===== src/rtl/result_word_serializer_if.sv =====
// Row-capture and uart_tx handshake bundle for result_word_serializer.
// master: the serializer; slave: the row source and UART side.
interface result_word_serializer_if #(
    parameter int COL    = 4,
    parameter int W_WORD = 32,
    parameter int W_DATA = 8
);
    logic                  i_load;
    logic [COL*W_WORD-1:0] i_words;
    logic                  o_tx_dv;
    logic [W_DATA-1:0]     o_tx_byte;
    logic                  i_tx_done;
    logic                  o_full;
    logic                  o_busy;
    logic                  o_overflow;

    modport master (
        input  i_load, i_words, i_tx_done,
        output o_tx_dv, o_tx_byte, o_full, o_busy, o_overflow
    );

    modport slave (
        output i_load, i_words, i_tx_done,
        input  o_tx_dv, o_tx_byte, o_full, o_busy, o_overflow
    );
endinterface


===== src/rtl/result_word_serializer.sv =====
// Buffers result rows in a small FIFO and drains them byte-wise into uart_tx.
// Optional RESULT_SER_FRAME_HEADER_EN prefixes each row with 0xA5 and a sequence byte.
module result_word_serializer #(
    parameter int COL    = 4,
    parameter int W_WORD = 32,
    parameter int W_DATA = 8,
    parameter int DEPTH  = 4
) (
    input  logic i_clk,
    input  logic i_rst,
    result_word_serializer_if.master bus
);
    localparam int RW    = COL * W_WORD;
    localparam int BYTES = RW / W_DATA;
    localparam int PW    = (DEPTH > 1) ? $clog2(DEPTH) : 1;
    localparam int CW    = $clog2(DEPTH + 1);
    localparam int IW    = (BYTES > 1) ? $clog2(BYTES) : 1;

    typedef enum logic [2:0] {
        IDLE,
        LOAD,
        SEND,
        WAIT
`ifdef RESULT_SER_FRAME_HEADER_EN
        , HDR_SYNC
        , HDR_SEQ
`endif
    } state_t;

    state_t         state_q, state_d;
    logic [RW-1:0]  mem_q [DEPTH];
    logic [PW-1:0]  wr_ptr_q, rd_ptr_q;
    logic [CW-1:0]  count_q, count_d;
    logic           full_q, ovf_q;
    logic [RW-1:0]  shift_q, shift_d;
    logic [IW-1:0]  idx_q, idx_d;
    logic           push, pop, drop;
`ifdef RESULT_SER_FRAME_HEADER_EN
    logic [1:0]     hdr_q, hdr_d;
    logic [7:0]     seq_q, seq_d;
`endif

    // Fullness is judged on the registered count, before any same-cycle pop.
    assign drop    = bus.i_load && (count_q == CW'(DEPTH));
    assign push    = bus.i_load && !drop;
    assign pop     = (state_q == LOAD);
    assign count_d = count_q + CW'(push) - CW'(pop);

    always_ff @(posedge i_clk) begin
        if (push) mem_q[wr_ptr_q] <= bus.i_words;
    end

    always_ff @(posedge i_clk or posedge i_rst) begin
        if (i_rst) begin
            wr_ptr_q <= '0;
            rd_ptr_q <= '0;
            count_q  <= '0;
            full_q   <= 1'b0;
            ovf_q    <= 1'b0;
            state_q  <= IDLE;
            shift_q  <= '0;
            idx_q    <= '0;
`ifdef RESULT_SER_FRAME_HEADER_EN
            hdr_q    <= '0;
            seq_q    <= '0;
`endif
        end else begin
            if (push) wr_ptr_q <= wr_ptr_q + PW'(1);
            if (pop)  rd_ptr_q <= rd_ptr_q + PW'(1);
            count_q  <= count_d;
            full_q   <= (count_d == CW'(DEPTH));
            if (drop) ovf_q <= 1'b1;
            state_q  <= state_d;
            shift_q  <= shift_d;
            idx_q    <= idx_d;
`ifdef RESULT_SER_FRAME_HEADER_EN
            hdr_q    <= hdr_d;
            seq_q    <= seq_d;
`endif
        end
    end

    always_comb begin
        state_d = state_q;
        shift_d = shift_q;
        idx_d   = idx_q;
`ifdef RESULT_SER_FRAME_HEADER_EN
        hdr_d   = hdr_q;
        seq_d   = seq_q;
`endif
        unique case (state_q)
            IDLE: if (count_q != '0) state_d = LOAD;
            LOAD: begin
                shift_d = mem_q[rd_ptr_q];
                idx_d   = '0;
`ifdef RESULT_SER_FRAME_HEADER_EN
                hdr_d   = 2'd2;
                state_d = HDR_SYNC;
`else
                state_d = SEND;
`endif
            end
            SEND: state_d = WAIT;
`ifdef RESULT_SER_FRAME_HEADER_EN
            HDR_SYNC: state_d = WAIT;
            HDR_SEQ:  state_d = WAIT;
`endif
            WAIT: begin
`ifdef RESULT_SER_FRAME_HEADER_EN
                // hdr_q counts the header bytes still owed for this row
                if (bus.i_tx_done && hdr_q != 2'd0) begin
                    hdr_d   = hdr_q - 2'd1;
                    state_d = (hdr_q == 2'd2) ? HDR_SEQ : SEND;
                end else
`endif
                if (bus.i_tx_done) begin
                    shift_d = shift_q >> W_DATA;
                    idx_d   = idx_q + IW'(1);
                    if (idx_q == IW'(BYTES - 1)) begin
                        state_d = (count_q != '0) ? LOAD : IDLE;
`ifdef RESULT_SER_FRAME_HEADER_EN
                        seq_d   = seq_q + 8'd1;
`endif
                    end else begin
                        state_d = SEND;
                    end
                end
            end
            default: state_d = IDLE;
        endcase
    end

    always_comb begin
        bus.o_tx_byte = shift_q[W_DATA-1:0];
        bus.o_tx_dv   = (state_q == SEND);
`ifdef RESULT_SER_FRAME_HEADER_EN
        if (hdr_q == 2'd2)      bus.o_tx_byte = W_DATA'(8'hA5);
        else if (hdr_q == 2'd1) bus.o_tx_byte = W_DATA'(seq_q);
        if (state_q == HDR_SYNC || state_q == HDR_SEQ) bus.o_tx_dv = 1'b1;
`endif
    end

    assign bus.o_full     = full_q;
    assign bus.o_overflow = ovf_q;
    assign bus.o_busy     = (state_q != IDLE) || (count_q != '0);
endmodule


===== src/flat_wrapper.sv =====
// flat-port wrapper written by rule: the top's interface ports become plain ports
module result_word_serializer_flat 
#(
    parameter int COL    = 4,
    parameter int W_WORD = 32,
    parameter int W_DATA = 8,
    parameter int DEPTH  = 4
)
  (i_clk, i_rst, bus_i_load, bus_i_words, bus_i_tx_done, bus_o_tx_dv, bus_o_tx_byte, bus_o_full, bus_o_busy, bus_o_overflow);
  result_word_serializer_if #(.COL(COL), .W_WORD(W_WORD), .W_DATA(W_DATA)) bus_i ();
  input  logic i_clk;
  input  logic i_rst;
  input wire logic [$bits(bus_i.i_load)-1:0] bus_i_load;
  input wire logic [$bits(bus_i.i_words)-1:0] bus_i_words;
  input wire logic [$bits(bus_i.i_tx_done)-1:0] bus_i_tx_done;
  output wire logic [$bits(bus_i.o_tx_dv)-1:0] bus_o_tx_dv;
  output wire logic [$bits(bus_i.o_tx_byte)-1:0] bus_o_tx_byte;
  output wire logic [$bits(bus_i.o_full)-1:0] bus_o_full;
  output wire logic [$bits(bus_i.o_busy)-1:0] bus_o_busy;
  output wire logic [$bits(bus_i.o_overflow)-1:0] bus_o_overflow;
  assign bus_i.i_load = bus_i_load;
  assign bus_i.i_words = bus_i_words;
  assign bus_i.i_tx_done = bus_i_tx_done;
  assign bus_o_tx_dv = bus_i.o_tx_dv;
  assign bus_o_tx_byte = bus_i.o_tx_byte;
  assign bus_o_full = bus_i.o_full;
  assign bus_o_busy = bus_i.o_busy;
  assign bus_o_overflow = bus_i.o_overflow;
  result_word_serializer #(.COL(COL), .W_WORD(W_WORD), .W_DATA(W_DATA), .DEPTH(DEPTH)) u_core (.i_clk(i_clk), .i_rst(i_rst), .bus(bus_i));
endmodule

===== config.mk =====
export PLATFORM = sky130hd
export DESIGN_NAME = result_word_serializer_flat
export DESIGN_NICKNAME = d
export VERILOG_FILES = /design/src/rtl/result_word_serializer_if.sv /design/src/rtl/result_word_serializer.sv /design/src/flat_wrapper.sv
export SDC_FILE = /design/constraint.sdc
export NUM_CORES = 1
export LEC_CHECK = 0
export BUFFER_PORTS_ARGS = -buffer_cell sky130_fd_sc_hd__buf_2
export CAP_MARGIN = 20
export CELL_PAD_IN_SITES_DETAIL_PLACEMENT = 2
export CELL_PAD_IN_SITES_GLOBAL_PLACEMENT = 2
export CORE_MARGIN = 10
export CORE_UTILIZATION = 47
export CTS_CLUSTER_DIAMETER = 120
export DETAILED_ROUTE_END_ITERATION = 10
export GPL_TIMING_DRIVEN = 1
export PLACE_DENSITY = 0.86
export SLEW_MARGIN = 0
export SYNTH_ARGS = -nofsm -noshare
export SYNTH_HDL_FRONTEND = slang
export SYNTH_SLANG_ARGS = --single-unit

===== constraint.sdc =====
create_clock -name i_clk -period 5.4 [get_ports i_clk]
set_input_delay 0 -clock i_clk [delete_from_list [all_inputs] [get_ports i_clk]]
set_output_delay 0 -clock i_clk [all_outputs]
set_load 0.02 [all_outputs]

Word-level counts from Yosys, hierarchy flattened
Memories as Yosys holds them, arrays and structs flattened.
Index checks and enable logic that the tools add are counted.
{"block": "totals", "regBits": 144, "ram_bits": 512, "in_bits": 132, "output_inout_bits": 12, "mem_count": 1}
{"name": "u_core.mem_q", "depth": 4, "width": 128, "read_ports": 1, "rd_ports_with_merged_regs": 0, "wr": 1, "line_no": "result_word_serializer.sv:31", "source": "logic [RW-1:0] mem_q [DEPTH];"}
{"block": "classes", "add_sub_neg": 5, "eq_ne": 8, "muxes": 11, "reduce_logical": 10}
{"op": "128-bit case mux with 2 select lines", "n": 1}
{"op": "128-bit two-way mux", "n": 1}
{"op": "3-bit case mux with 4 select lines", "n": 1}
{"op": "3-bit two-way mux", "n": 3}
{"op": "4-bit case mux with 2 select lines", "n": 1}
{"op": "3-bit by 2-bit == test with 1-bit output, second input constant", "n": 2}
{"op": "3-bit == test, second input constant", "n": 2}
{"op": "3-bit nonzero test", "n": 2}
{"op": "2-bit by 1-bit adder with 2-bit output, second input constant", "n": 2}
{"op": "4-bit by 1-bit adder with 4-bit output, second input constant", "n": 1}
{"op": "4-bit == test, second input constant", "n": 1}
{"op": "4-bit two-way mux", "n": 1}
{"op": "2-bit AND reduction", "n": 2}
{"op": "3-bit by 1-bit adder with 3-bit output", "n": 1}
{"op": "3-bit by 1-bit == test with 1-bit output, second input constant", "n": 1}
{"op": "3-bit zero test", "n": 1}
{"op": "1-bit two-way mux", "n": 3}
{"op": "3-bit by 1-bit subtractor with 3-bit output", "n": 1}
{"op": "1-bit logical AND", "n": 2}
{"op": "2-bit by 1-bit inequality test with 1-bit output, second input constant", "n": 1}
{"op": "2-bit inequality test, second input constant", "n": 1}
{"op": "2-bit nonzero test", "n": 1}
{"op": "1-bit zero test", "n": 1}
{"op": "1-bit logical OR", "n": 1}

Longest topological paths before layout
{"block": "logic_depth", "word_depth": 7, "mapped_depth": 12}

Worst setup path after synthesis
Ideal clock, no wire load.
{"block": "synth_timing", "path_kind": "register to register", "from": "register u_core.count_q[1]", "to": "memory u_core.mem_q[0][0] (netlist name), enable pin", "t_arrival_ns": 3.808, "required_ns": 4.898, "path_slack_ns": 1.090, "stages_incl_launch_ff": 4, "synth_period_minus_slack_ns": 4.310, "path_cell_list": "dfrtp_1 nor2_1 a21boi_1 and2_1"}
{"block": "synth_via", "elab_chain_len": 6}
{"item": "from (decl)", "line_no": "result_word_serializer.sv:33", "source": "logic [CW-1:0] count_q, count_d;"}
{"item": "from (signal assigned)", "line_no": "result_word_serializer.sv:70", "source": "count_q <= count_d;"}
{"item": "3-bit == test", "line_no": "result_word_serializer.sv:44", "source": "assign drop = bus.i_load && (count_q == CW'(DEPTH));"}
{"item": "1-bit logical AND", "line_no": "result_word_serializer.sv:44"}
{"item": "1-bit zero test", "line_no": "result_word_serializer.sv:45", "source": "assign push = bus.i_load && !drop;"}
{"item": "1-bit logical AND", "line_no": "result_word_serializer.sv:45"}
{"item": "via u_core.push", "line_no": "result_word_serializer.sv:37", "source": "logic push, pop, drop;"}
{"item": "1-bit two-way mux", "line_no": "result_word_serializer.sv:50", "source": "if (push) mem_q[wr_ptr_q] <= bus.i_words;"}
{"item": "1-bit two-way mux (not written as such)", "line_no": "result_word_serializer.sv:50"}
{"item": "to (decl)", "line_no": "result_word_serializer.sv:31"}
The timed path passes the listed nets, and every way through them passes these cells.

Worst setup path after layout
{"block": "layout_timing", "from": "register u_core.state_q[1]", "to": "register u_core.shift_q[39]"}
{"block": "layout_via", "elab_chain_len": 3, "elab_cells_between_ends": 6, "cone_classes": "3 x eq/ne; 1 x mux; 2 x reduce/logical"}
{"item": "from (decl)", "line_no": "result_word_serializer.sv:30", "source": "state_t state_q, state_d;"}
{"item": "from (signal assigned)", "line_no": "result_word_serializer.sv:73", "source": "state_q <= state_d;"}
{"item": "3-bit by 2-bit == test with 1-bit output or 3-bit by 1-bit == test with 1-bit output (tied branches)", "line_no": "result_word_serializer.sv:91", "source": "unique case (state_q)"}
{"item": "2-bit inequality test (no source line) or 2-bit nonzero test (tied branches)"}
{"item": "2-bit AND reduction (no source line)"}
{"item": "to (signal assigned)", "line_no": "result_word_serializer.sv:74", "source": "shift_q <= shift_d;"}
{"item": "to (decl)", "line_no": "result_word_serializer.sv:35", "source": "logic [RW-1:0] shift_q, shift_d;"}
Parallel ways exist; a longest one is shown, timed or not.
A chain may end at the register's enable or synchronous reset.

==> results by group <==
Critical path
  – Worst-case reg-to-reg path depth: 5
  – CP max stage cell: buf_4
  – Top cell by count, worst path: buf_4
  – Worst R2R Start: u_core.state_q[1]
  – Reg2reg setup slack: approximately 1.9 ns
  – Critical Path RT: roughly 5.9 ns
  – CP Cell Sequence: buf_4 > nor2b_2 > nor2_4 > buf_4 > a2bb2oi_1
  – Worst r2r dst: u_core.shift_q[39]
  – Worst Setup Path Type: reg2reg
  – Worst stage delay on the critical path: 0.77 ns
  – Worst endpoint data arrival time: between 3 and 4 ns
  – Crit end category: flip-flop
  – CP Launch Type: flip-flop
  – CP Max Fanout: 81

Place
  – RePlAce Congestion: between 0.7 and 0.8
  – Input/output buffers: 143
  – Detailed placement HPWL: around 43,000 um

Clock network
  – CTS buffer count: 70
  – CTS tree: yes
  – Clock Latency Late Sink: 0.62 ns
  – Root buf cell: clkbuf_16
  – Clock Tree Buf Depth: 3
  – # resized after CTS: 0
  – Clock sinks: around 660
  – CTS H-tree lvls: 3
  – Clock-pin slew on the worst setup and hold paths: roughly 0.070 ns

Synth
  – Share of the synthesized area in the top cell type: 61.5%
  – FF+latch count, synth: 655
  – Sequential area share after synthesis: about three quarters
  – Yosys cell types: 39
  – Synth Area in Adders: 0.430%
  – Syn_area_per_cell: between 15 and 20 um2
  – Post-synthesis cell count: approximately 1,300
  – Syn Nets: 1,432
  – Synth async-reset ratio: 21.8%
  – Multiplexer share of the synthesized area: 11.6%
  – Synth Flop Type: edfxtp_1
  – Top cell type by total area after synthesis: edfxtp_1
  – Xor and xnor area share after synthesis: less than 1%
  – Largest family of logic cells by synthesized area: multiplexers
  – Simple-gate share of the synthesized area: 2.14%
  – EDFF count, synth: 512
  – Synth warn: 0
  – Mapped Area: roughly 0.025 mm2
  – Largest cells by area after synthesis: edfxtp_1, dfrtp_1, mux4_2
  – Compound-cell area share of the yosys netlist: 7.07%

Timing
  – Fmax: around 0.29 GHz
  – Hold Violations, Final: 0
  – Slew Limit Fails: 0
  – RSZ-0062 raised after global routing: false
  – Worst Tran Pin Value: 1.19 ns
  – Final worst path period need: 3.49 ns
  – Slew HR: 20.7%
  – Final Setup Violations: 0
  – Clock Skew: 0.0274 ns
  – Setup TNS: 0 ns
  – Fin crit share: 64.7%

GRT
  – Largest net degree at the start of global routing: 93
  – Initial antenna violation count: 6
  – Vias in the first global route: between 15,000 and 20,000
  – GR Overflow Total: 0
  – First-pass GRT wire length: ~120,000 um
  – All-Layer GR Usage: 26.2%

Floorplanning
  – Core Area: 0.0527 mm2
  – Die width: 251 um
  – Io pins: 144
  – Initial core utilization: 47.5%
  – Rows: 84
  – Die area: ~0.063 mm2
  – Die height: between 200 and 300 um

Route
  – Drt total wl: 82,900 um
  – Pre-Repair DR Iteration Count: 5
  – Wirelength per Cell: 36.0 um
  – Routed Antenna Nets: 0
  – Met2 WL: 41,900 um
  – WL met1: 31,500 um
  – Drt drc: 0
  – Vias per cell: 6.42
  – Via count: ~15,000
  – Uppermost layer routed: met5
  – Metal3 WL: around 5500 um
  – Starting DRT DRC Count: 1,730

Pwr
  – Power per cell area: 550 mW/mm2
  – Peak VDD IR: 0.272 mV
  – Leakage: about 0.010 uW

Layout
  – Final Util: a little under three fifths
  – Nets@finish: 1,692
  – Area delta synth->final: 19.2%
  – Layout cell share with drive strength beyond 1: between 20% and 30%

Min path
  – Min-delay worst type: in2async

Outcome
  – Status: completed

Job
  – Max-Cap Viols: 0
==> sequential cells by signal, indices dropped and copies added, names as in the netlist <==
name and flops:
u_core.count_q 3, u_core.idx_q 4, u_core.bus.o_full 1, u_core.state_q 2, u_core.rd_ptr_q 2, u_core.wr_ptr_q 2
u_core.shift_q 128, u_core.mem_q 512, u_core.bus.o_overflow 1
==> cell usage in the layout, fill, tap and decap left out, types with 5 or more instances in the layout <==
master / instances
dfrtp_1: 139
a311oi_1: 21
clkinv_2: 14
nor2_1: 74
clkinvlp_4: 6
clkbuf_16: 73
ha_1: 7
edfxtp_1: 512
dlygate4sd3_1: 131
inv_1: 30
nor3_1: 26
a2bb2oi_1: 62
o22ai_1: 74
clkbuf_8: 10
buf_4: 8
a211oi_1: 16
mux4_2: 128
a21oi_1: 26
clkbuf_1: 18
buf_2: 143
diode_2: 5
a22o_1: 10
buf_12: 7
a221oi_1: 21
==> stage by stage <==
stage | hold slack, ns | worst slack [ns] | std cells | total power (uW) | cell area [um2]
after CTS | 0.109 | 1.91 | 2293 | 16200 | 29800
final | 0.103 | 1.91 | 2299 | 16400 | 29800
after floorplan | 0.0989 | 1.09 | 1292 | 9940 | 25000
after global placement | 0.210 | 2.41 | 2036 | 10800 | 26200
after global routing | 0.161 | 1.89 | 2299 | 16900 | 29800
after detailed placement | 0.219 | 2.03 | 2036 | 11200 | 26200
==> power by group <==
| part | internal, uW | leakage [uW] | switching (uW) |
|---|---|---|---|
| logic | 1650 | 0.00287 | 2190 |
| registers | 6780 | 0.00620 | 961 |
| clock network | 2680 | 0.00107 | 2140 |
==> what timing repair did <==
| action | 4_1_cts | 5_1_grt |
|---|---|---|
| buffers inserted | 0 | 0 |
| endpoints found under the hold margin | 606 | 0 |
| hold buffers | 131 | 0 |
==> area by class of cell <==
type | instances | area (um2)
fill | 4365 | 22900
sequential | 655 | 19000
multi-input combinational | 504 | 5380
timing repair buffer | 290 | 2250
clock buffer | 101 | 2030
tap | 688 | 861
clock inverter | 25 | 168
inverter | 31 | 121
antenna | 5 | 12.5
==> how the worst max path moves through the flow <==
stage                 startpoint                   to  slack [ns]  cells after the start
3_3_place_gp   u_core.state_q[1]  u_core.shift_q[109]        2.41                      3
5_1_grt        u_core.state_q[1]    u_core.shift_q[8]        1.89                      5
6_report       u_core.state_q[1]   u_core.shift_q[39]        1.91                      5
2_1_floorplan  u_core.count_q[1]   u_core.mem_q[0][0]        1.09                      3
4_1_cts        u_core.state_q[1]   u_core.shift_q[89]        1.91                      3
3_5_place_dp   u_core.state_q[1]  u_core.shift_q[108]        2.03                      3
==> critical path: cells and delay by family, from the launching register on <==
family	cells	cell delay [ns]
AOI/OAI and AO/OA	1	0.37
buffers and inverters	2	1.34
DFF	1	0.72
and+or+nand+nor	2	0.83
==> cells in the mapped netlist (all sizes together) (2+ instances only) <==
| master | instances |
|---|---|
| a2bb2oi | 62 |
| clkbuf | 38 |
| a221oi | 21 |
| nand2b | 2 |
| mux4 | 128 |
| nand3 | 4 |
| a211oi | 16 |
| nor3 | 26 |
| a22o | 10 |
| inv | 31 |
| nand2 | 5 |
| a21oi | 26 |
| buf | 64 |
| edfxtp | 512 |
| o31ai | 2 |
| a311oi | 21 |
| nor2b | 3 |
| ha | 7 |
| xnor2 | 4 |
| dfrtp | 143 |
| o22ai | 74 |
| and2 | 4 |
| o21ai | 3 |
| nor2 | 75 |
==> metal layers <==
metal	vias to the layer above	global-route usage, %
met5	-	0
met4	2	12.5
met3	228	5.01
met2	826	43.9
met1	7906	32.4
li1	5798	-
==> cell families (layout without fill, tap and decap cells) <==
group / after synthesis / in the layout
AO/OA/AOI/OAI: 238 / 238
XOR/XNOR: 5 / 5
adder cells (fa/ha/maj): 8 / 8
buffers and inverters: 133 / 447
flip-flops: 655 / 655
multiplexers: 130 / 130
other: 0 / 5
AND/OR/NAND/NOR: 123 / 123
No activity file was read; power rests on OpenSTA's default activity.
